$ cat config.mk
export PLATFORM = sky130hd
export DESIGN_NAME = core_exu_mul_ctrl
export DESIGN_NICKNAME = d
export VERILOG_FILES = /design/src/rtl/core_exu_mul_ctrl_pkg.sv /design/src/rtl/core_exu_mul.sv /design/src/rtl/core_exu_mul_ctrl.sv
export SDC_FILE = /design/constraint.sdc
export NUM_CORES = 2
export LEC_CHECK = 0
export BUFFER_PORTS_ARGS = -buffer_cell sky130_fd_sc_hd__buf_2
export CAP_MARGIN = 5
export CORE_UTILIZATION = 52
export DETAILED_ROUTE_END_ITERATION = 7
export PLACE_DENSITY = 0.64
export SYNTH_ARGS = -nofsm -noshare
export SYNTH_HDL_FRONTEND = slang
export SYNTH_SLANG_ARGS = --single-unit
$ cat constraint.sdc
create_clock -name clk -period 11.5 [get_ports clk]
set_clock_uncertainty 0.1 [all_clocks]
set_input_delay 1.725 -clock clk [delete_from_list [all_inputs] [get_ports clk]]
set_output_delay 1.725 -clock clk [all_outputs]
set_load 0.02 [all_outputs]
$ cat src/rtl/core_exu_mul_ctrl_pkg.sv
// Shared definitions for the RV32M multiply controller: widths, op codes,
// FSM state encoding and the operand-signedness / magnitude helpers.
package core_exu_mul_ctrl_pkg;

    localparam int DATA_BUS_WIDTH = 32;

    localparam logic [1:0] MUL_OP_MUL    = 2'b00;
    localparam logic [1:0] MUL_OP_MULH   = 2'b01;
    localparam logic [1:0] MUL_OP_MULHSU = 2'b10;
    localparam logic [1:0] MUL_OP_MULHU  = 2'b11;

    typedef enum logic [1:0] {
        ST_IDLE = 2'b00,
        ST_CALC = 2'b01,
        ST_DONE = 2'b10
    } state_t;

    // MUL is handled as unsigned: its low word does not depend on signedness.
    function automatic logic rs1_is_signed(input logic [1:0] op);
        return (op == MUL_OP_MULH) || (op == MUL_OP_MULHSU);
    endfunction

    function automatic logic rs2_is_signed(input logic [1:0] op);
        return (op == MUL_OP_MULH);
    endfunction

    // 0x80000000 negates to itself, which is the correct unsigned magnitude.
    function automatic logic [DATA_BUS_WIDTH-1:0] magnitude(
        input logic [DATA_BUS_WIDTH-1:0] x,
        input logic                      neg
    );
        return neg ? ((~x) + {{(DATA_BUS_WIDTH-1){1'b0}}, 1'b1}) : x;
    endfunction

endpackage

$ cat src/rtl/core_exu_mul.sv
// Unsigned-magnitude multiplier; sign_i requests two's-complement negation
// of the full double-width product.
module core_exu_mul #(
    parameter int XLEN = 32
) (
    input  logic [XLEN-1:0]   data1_i,
    input  logic [XLEN-1:0]   data2_i,
    input  logic              sign_i,
    output logic [2*XLEN-1:0] data_o
);

    logic [2*XLEN-1:0] uprod;

    assign uprod  = {{XLEN{1'b0}}, data1_i} * {{XLEN{1'b0}}, data2_i};
    assign data_o = sign_i ? ((~uprod) + {{(2*XLEN-1){1'b0}}, 1'b1}) : uprod;

endmodule

$ cat src/rtl/core_exu_mul_ctrl.sv
// RV32M multiply sequencer: IDLE -> CALC (one cycle) -> DONE, with a registered
// product held toward writeback, flush support and an issue-stall busy_o.
module core_exu_mul_ctrl
    import core_exu_mul_ctrl_pkg::*;
#(
    parameter int XLEN = DATA_BUS_WIDTH
) (
    input  logic            clk,
    input  logic            rst_n,
    input  logic            start_i,
    input  logic [1:0]      op_i,
    input  logic [XLEN-1:0] rs1_i,
    input  logic [XLEN-1:0] rs2_i,
    input  logic            flush_i,
    input  logic            ready_i,
    output logic            busy_o,
    output logic            valid_o,
    output logic [XLEN-1:0] result_o
);

    // Handshake: a result transfers on any cycle where valid_o && ready_i;
    // while valid_o && !ready_i, result_o holds and start_i is ignored.
    // A new request is taken when start_i && !busy_o && !flush_i.

    state_t            state_q, state_d;
    logic              accept;
    logic              neg1, neg2;
    logic [XLEN-1:0]   mag1_q, mag2_q;
    logic              sign_q;
    logic              hi_sel_q;
    logic [2*XLEN-1:0] prod_q;
    logic [2*XLEN-1:0] mul_data;

    assign accept = start_i && !flush_i &&
                    ((state_q == ST_IDLE) || ((state_q == ST_DONE) && ready_i));
    assign neg1   = rs1_is_signed(op_i) & rs1_i[XLEN-1];
    assign neg2   = rs2_is_signed(op_i) & rs2_i[XLEN-1];

    always_ff @(posedge clk or negedge rst_n) begin
        if (!rst_n) begin
            state_q <= ST_IDLE;
        end else begin
            state_q <= state_d;
        end
    end

    always_comb begin
        state_d = state_q;
        if (flush_i) begin
            state_d = ST_IDLE;
        end else begin
            case (state_q)
                ST_IDLE: if (start_i) state_d = ST_CALC;
                ST_CALC: state_d = ST_DONE;
                ST_DONE: if (ready_i) state_d = start_i ? ST_CALC : ST_IDLE;
                default: state_d = ST_IDLE;
            endcase
        end
    end

    always_comb begin
        busy_o  = (state_q == ST_CALC) || ((state_q == ST_DONE) && !ready_i);
        valid_o = (state_q == ST_DONE);
    end

    always_ff @(posedge clk or negedge rst_n) begin
        if (!rst_n) begin
            mag1_q   <= '0;
            mag2_q   <= '0;
            sign_q   <= 1'b0;
            hi_sel_q <= 1'b0;
            prod_q   <= '0;
        end else begin
            if (accept) begin
                mag1_q   <= magnitude(rs1_i, neg1);
                mag2_q   <= magnitude(rs2_i, neg2);
                sign_q   <= neg1 ^ neg2;
                hi_sel_q <= (op_i != MUL_OP_MUL);
            end
            if (state_q == ST_CALC) begin
                prod_q <= mul_data;
            end
        end
    end

    // The multiplier sees only latched magnitudes, so inputs are free to change after accept.
    core_exu_mul #(
        .XLEN (XLEN)
    ) u_mul (
        .data1_i (mag1_q),
        .data2_i (mag2_q),
        .sign_i  (sign_q),
        .data_o  (mul_data)
    );

    // hi_sel_q only changes on accept, so result_o is stable throughout DONE.
    assign result_o = hi_sel_q ? prod_q[2*XLEN-1:XLEN] : prod_q[XLEN-1:0];

endmodule

==> key figures <==
Synth
  • Sequential share of the synthesized area: around 8%
  • Post-synth top flop: dfrtp_1
  • Share of synthesized registers carrying an async set or reset: 100.0%
  • Number of distinct library cells after synthesis: between 80 and 90
  • Commonest cells in the synthesized netlist: fa_1 (896), inv_1 (873), nand2_1 (692)
  • Post-synthesis compound-gate area fraction: under 10%
  • Cell area after synthesis: between 0.04 and 0.05 mm²
  • Top-count cell post-synth: fa_1
  • Yosys top cell area share: a little over two fifths
  • Top cell type by total area after synthesis: fa_1
  • Average cell area after synthesis: 8.804 µm²
  • EDFF count, synth: 0
  • FF+latch count, synth: between 100 and 150
  • Number of warnings printed during yosys synthesis: 0
  • Arithmetic-cell share of the synthesized area counting full adders, half adders and majority gates: roughly half
  • XOR/XNOR Fraction of Synth Area: 3.232%
  • Dominant combinational cell family by area after synthesis: adder cells
  • Post-synthesis simple-gate area fraction: about a fifth
  • Cell types occupying the most area after synthesis: fa_1 (42%), and2_1 (9.0%), ha_1 (7.9%)
  • Multiplexer fraction of the synthesized cell area: about 1.1%
  • Syn Inst Count: 4802
  • Post-synthesis net count: approximately 6000

Cells and area
  • Final-stage net count: slightly below 6000
  • Combined flip-flop and latch cell area: about 0.0033 mm²
  • Fillcell total: between 7000 and 8000
  • Layout cell share with drive strength beyond 1: under 10%
  • Multi-input combinational cell area: 0.03461 mm²
  • Design area: around 0.044 mm²
  • Area delta synth->final: 4.845%

STA
  • RSZ-0062 raised after global routing: false
  • Number of endpoints failing setup at the final stage: 0
  • Pins Over Slew Limit: 0
  • Relative max-transition margin: 15.55%
  • Actual slew at the worst max-slew pin: ~1.3 ns
  • F_max: roughly 97 MHz
  • Share of the clock period used by the worst path: ~89%
  • TNS Setup: 0 ns
  • Final hold violation count: 0
  • Time the final worst path needs with I/O delays and setup: slightly above 10 ns

Floorplanning
  • Overall die width: roughly 290 µm
  • Number of placed I/O pins: approximately 110
  • Die ar.: just over 0.08 mm²
  • Floorplan core area: between 0.08 and 0.09 mm²
  • Die outline height: 287.1 µm
  • Starting utilization of the core area: a little over half
  • Row Count: ~100

Worst hold path
  • Hold-critical path endpoint: prod_q[20]
  • Start point of the worst min-delay path: prod_q[20]
  • Path type of the worst min-delay path: register to register
  • Number of stages on the worst hold path: 2

CTS
  • Clock tree from TritonCTS: done
  • Count of H-tree levels built during CTS: 4
  • Buffer levels on the longest clock path: 2
  • CTS clk-pin slew, worst paths: roughly 0.090 ns
  • Number of setup buffers added after CTS: 0
  • Root buffer cell: clkbuf_16
  • Source-to-sink clock delay at the later pin of the worst-skew pair: roughly 0.5 ns
  • Number of buffers inserted during clock tree synthesis: 17
  • CTS Hold Bufs: 0
  • Post_cts resized: 0
  • CTS sink cnt: 132

Placement
  • Number of buffers added on ports: between 100 and 150
  • Total placed instance area: around 0.044 mm²
  • Gpl congestion: approximately 1
  • Placed wire-length estimate after detailed placement: around 100 mm

Detailed routing
  • Number of design rule violations left after detail routing: 0
  • Number of vias after detailed routing: 32710
  • Average routed wire per standard cell: approximately 22 µm
  • Post-DRT Antenna Nets: 0
  • Length of the first detailed-routing pass in iterations: 6
  • Vias per std cell: ~5.6
  • Routed WL: roughly 130 mm
  • Number of DRC markers in iteration 0: ~2800

Setup path
  • Worst-case reg-to-reg path depth: 24
  • CP endpoint kind: register
  • Launch point of the worst reg-to-reg path: mag1_q[17]
  • Required time of the worst setup path: around 12 ns
  • Endpoint of the worst-slack reg-to-reg timing path: prod_q[44]
  • Setup slack on the worst flop-to-flop path: ~1.2 ns
  • Data arrival time of the critical path: around 10 ns
  • Class of the most critical setup path: register to register
  • Max Fanout on Critical Path: 33
  • Nature of the critical path startpoint: register

Global route
  • Vias in the first global route: ~34000
  • Number of antenna violations at the first check in global routing: 8
  • GR Util All Layers: roughly a third
  • Largest net degree at the start of global routing: between 100 and 150
  • Global-route wire length before repair: just over 200 mm
  • Overflow left after global routing: 0

Job
  • Max-capacitance violation count: 0

Outcome
  • Outcome: finished, final reports clean
==> layout by cell type (no fill, tap or decap), drive strengths merged, types with 6 or more instances in the layout <==
| cell | count |
|---|---|
| and4 | 11 |
| nor4 | 18 |
| nor2 | 112 |
| nand4 | 43 |
| a211oi | 15 |
| o31ai | 19 |
| fa | 896 |
| o21a | 14 |
| nand2 | 692 |
| nand3 | 30 |
| a21o | 16 |
| o211ai | 11 |
| o21ai | 219 |
| ha | 268 |
| dfrtp | 132 |
| or2 | 7 |
| o41ai | 7 |
| a222oi | 6 |
| nor2b | 12 |
| clkinv | 6 |
| inv | 877 |
| a41oi | 6 |
| mux2 | 34 |
| mux2i | 8 |
| a21oi | 108 |
| a22oi | 6 |
| or4 | 8 |
| nand2b | 13 |
| buf | 193 |
| or3 | 18 |
| and2 | 610 |
| xor2 | 64 |
| clkbuf | 17 |
| xnor2 | 92 |
| o2111ai | 6 |
| a31oi | 22 |
| nor3 | 36 |
==> final cells by class <==
cell class / count / share of cell area (%)
Multi-Input combinational cell: 3509 / 78.09
Sequential cell: 132 / 7.455
Inverter: 873 / 7.393
Tap cell: 1060 / 2.992
Timing Repair Buffer: 193 / 2.696
Clock buffer: 17 / 0.9598
Clock inverter: 14 / 0.4008
Antenna cell: 3 / 0.01694
==> flip-flops by register name (all words and copies together) (netlist names) <==
name      cells
hi_sel_q      1
mag1_q       32
mag2_q       32
prod_q       64
sign_q        1
state_q       2
==> worst max-delay path by stage <==
stage	from	to	slack, ns	cells after the start
CTS	mag1_q[17]	prod_q[44]	1.34	24
floorplan	mag1_q[10]	prod_q[54]	3.34	28
global placement	mag1_q[17]	prod_q[44]	1.46	24
finish	mag1_q[17]	prod_q[44]	1.23	24
global route	mag1_q[17]	prod_q[44]	0.83	24
detailed placement	mag1_q[17]	prod_q[44]	1.44	24
==> worst max-delay path, stage by stage, from the launching register on <==
cell and delay, ns:
dfrtp_1 1.19, and2_1 0.27, fa_1 0.45, fa_1 0.55, inv_1 0.06, fa_1 0.50
fa_1 0.51, inv_1 0.05, fa_1 0.64, fa_1 0.46, fa_1 0.54, fa_1 0.43
ha_1 0.46, a21oi_1 0.33, o21ai_0 0.24, a21oi_1 0.34, a2bb2oi_1 0.38, nand3_1 0.15
xor2_1 0.28, or4_1 0.76, nor4_1 0.42, buf_4 0.27, a31oi_1 0.13, xnor2_1 0.39
o21ai_0 0.16
==> layer usage <==
metal  vias to the layer above  wire (µm)  track usage (%)
li1                      14490          -                -
met1                     16640      55710            46.88
met2                      1372      56390            48.82
met3                       202      13100            9.794
met4                        10       3419            8.936
met5                         -        136           0.7558
==> stage by stage <==
step           hold WS, ns  util (%)  setup slack [ns]  cells
5_1_grt             0.3982     55.02            0.8266   5799
3_5_place_dp        0.3626     54.27             1.441   5767
4_1_cts             0.3777     55.02             1.344   5798
2_1_floorplan       0.3348         -             3.338   4802
3_3_place_gp        0.3453     54.27             1.464   5767
6_report            0.3755     55.03             1.233   5801
==> cells by family (layout without fill, tap and decap cells) <==
family | after synthesis | in the layout
other | 0 | 3
adder cells (fa/ha/maj) | 1164 | 1164
flip-flops | 132 | 132
multiplexers | 42 | 42
XOR/XNOR | 156 | 156
AO/OA/AOI/OAI | 515 | 515
buffers and inverters | 1161 | 1097
AND/OR/NAND/NOR | 1632 | 1632
Power is left out: the tool's default activity adds up to more than one toggle a clock period on the data nets, which glitch-free logic cannot reach.
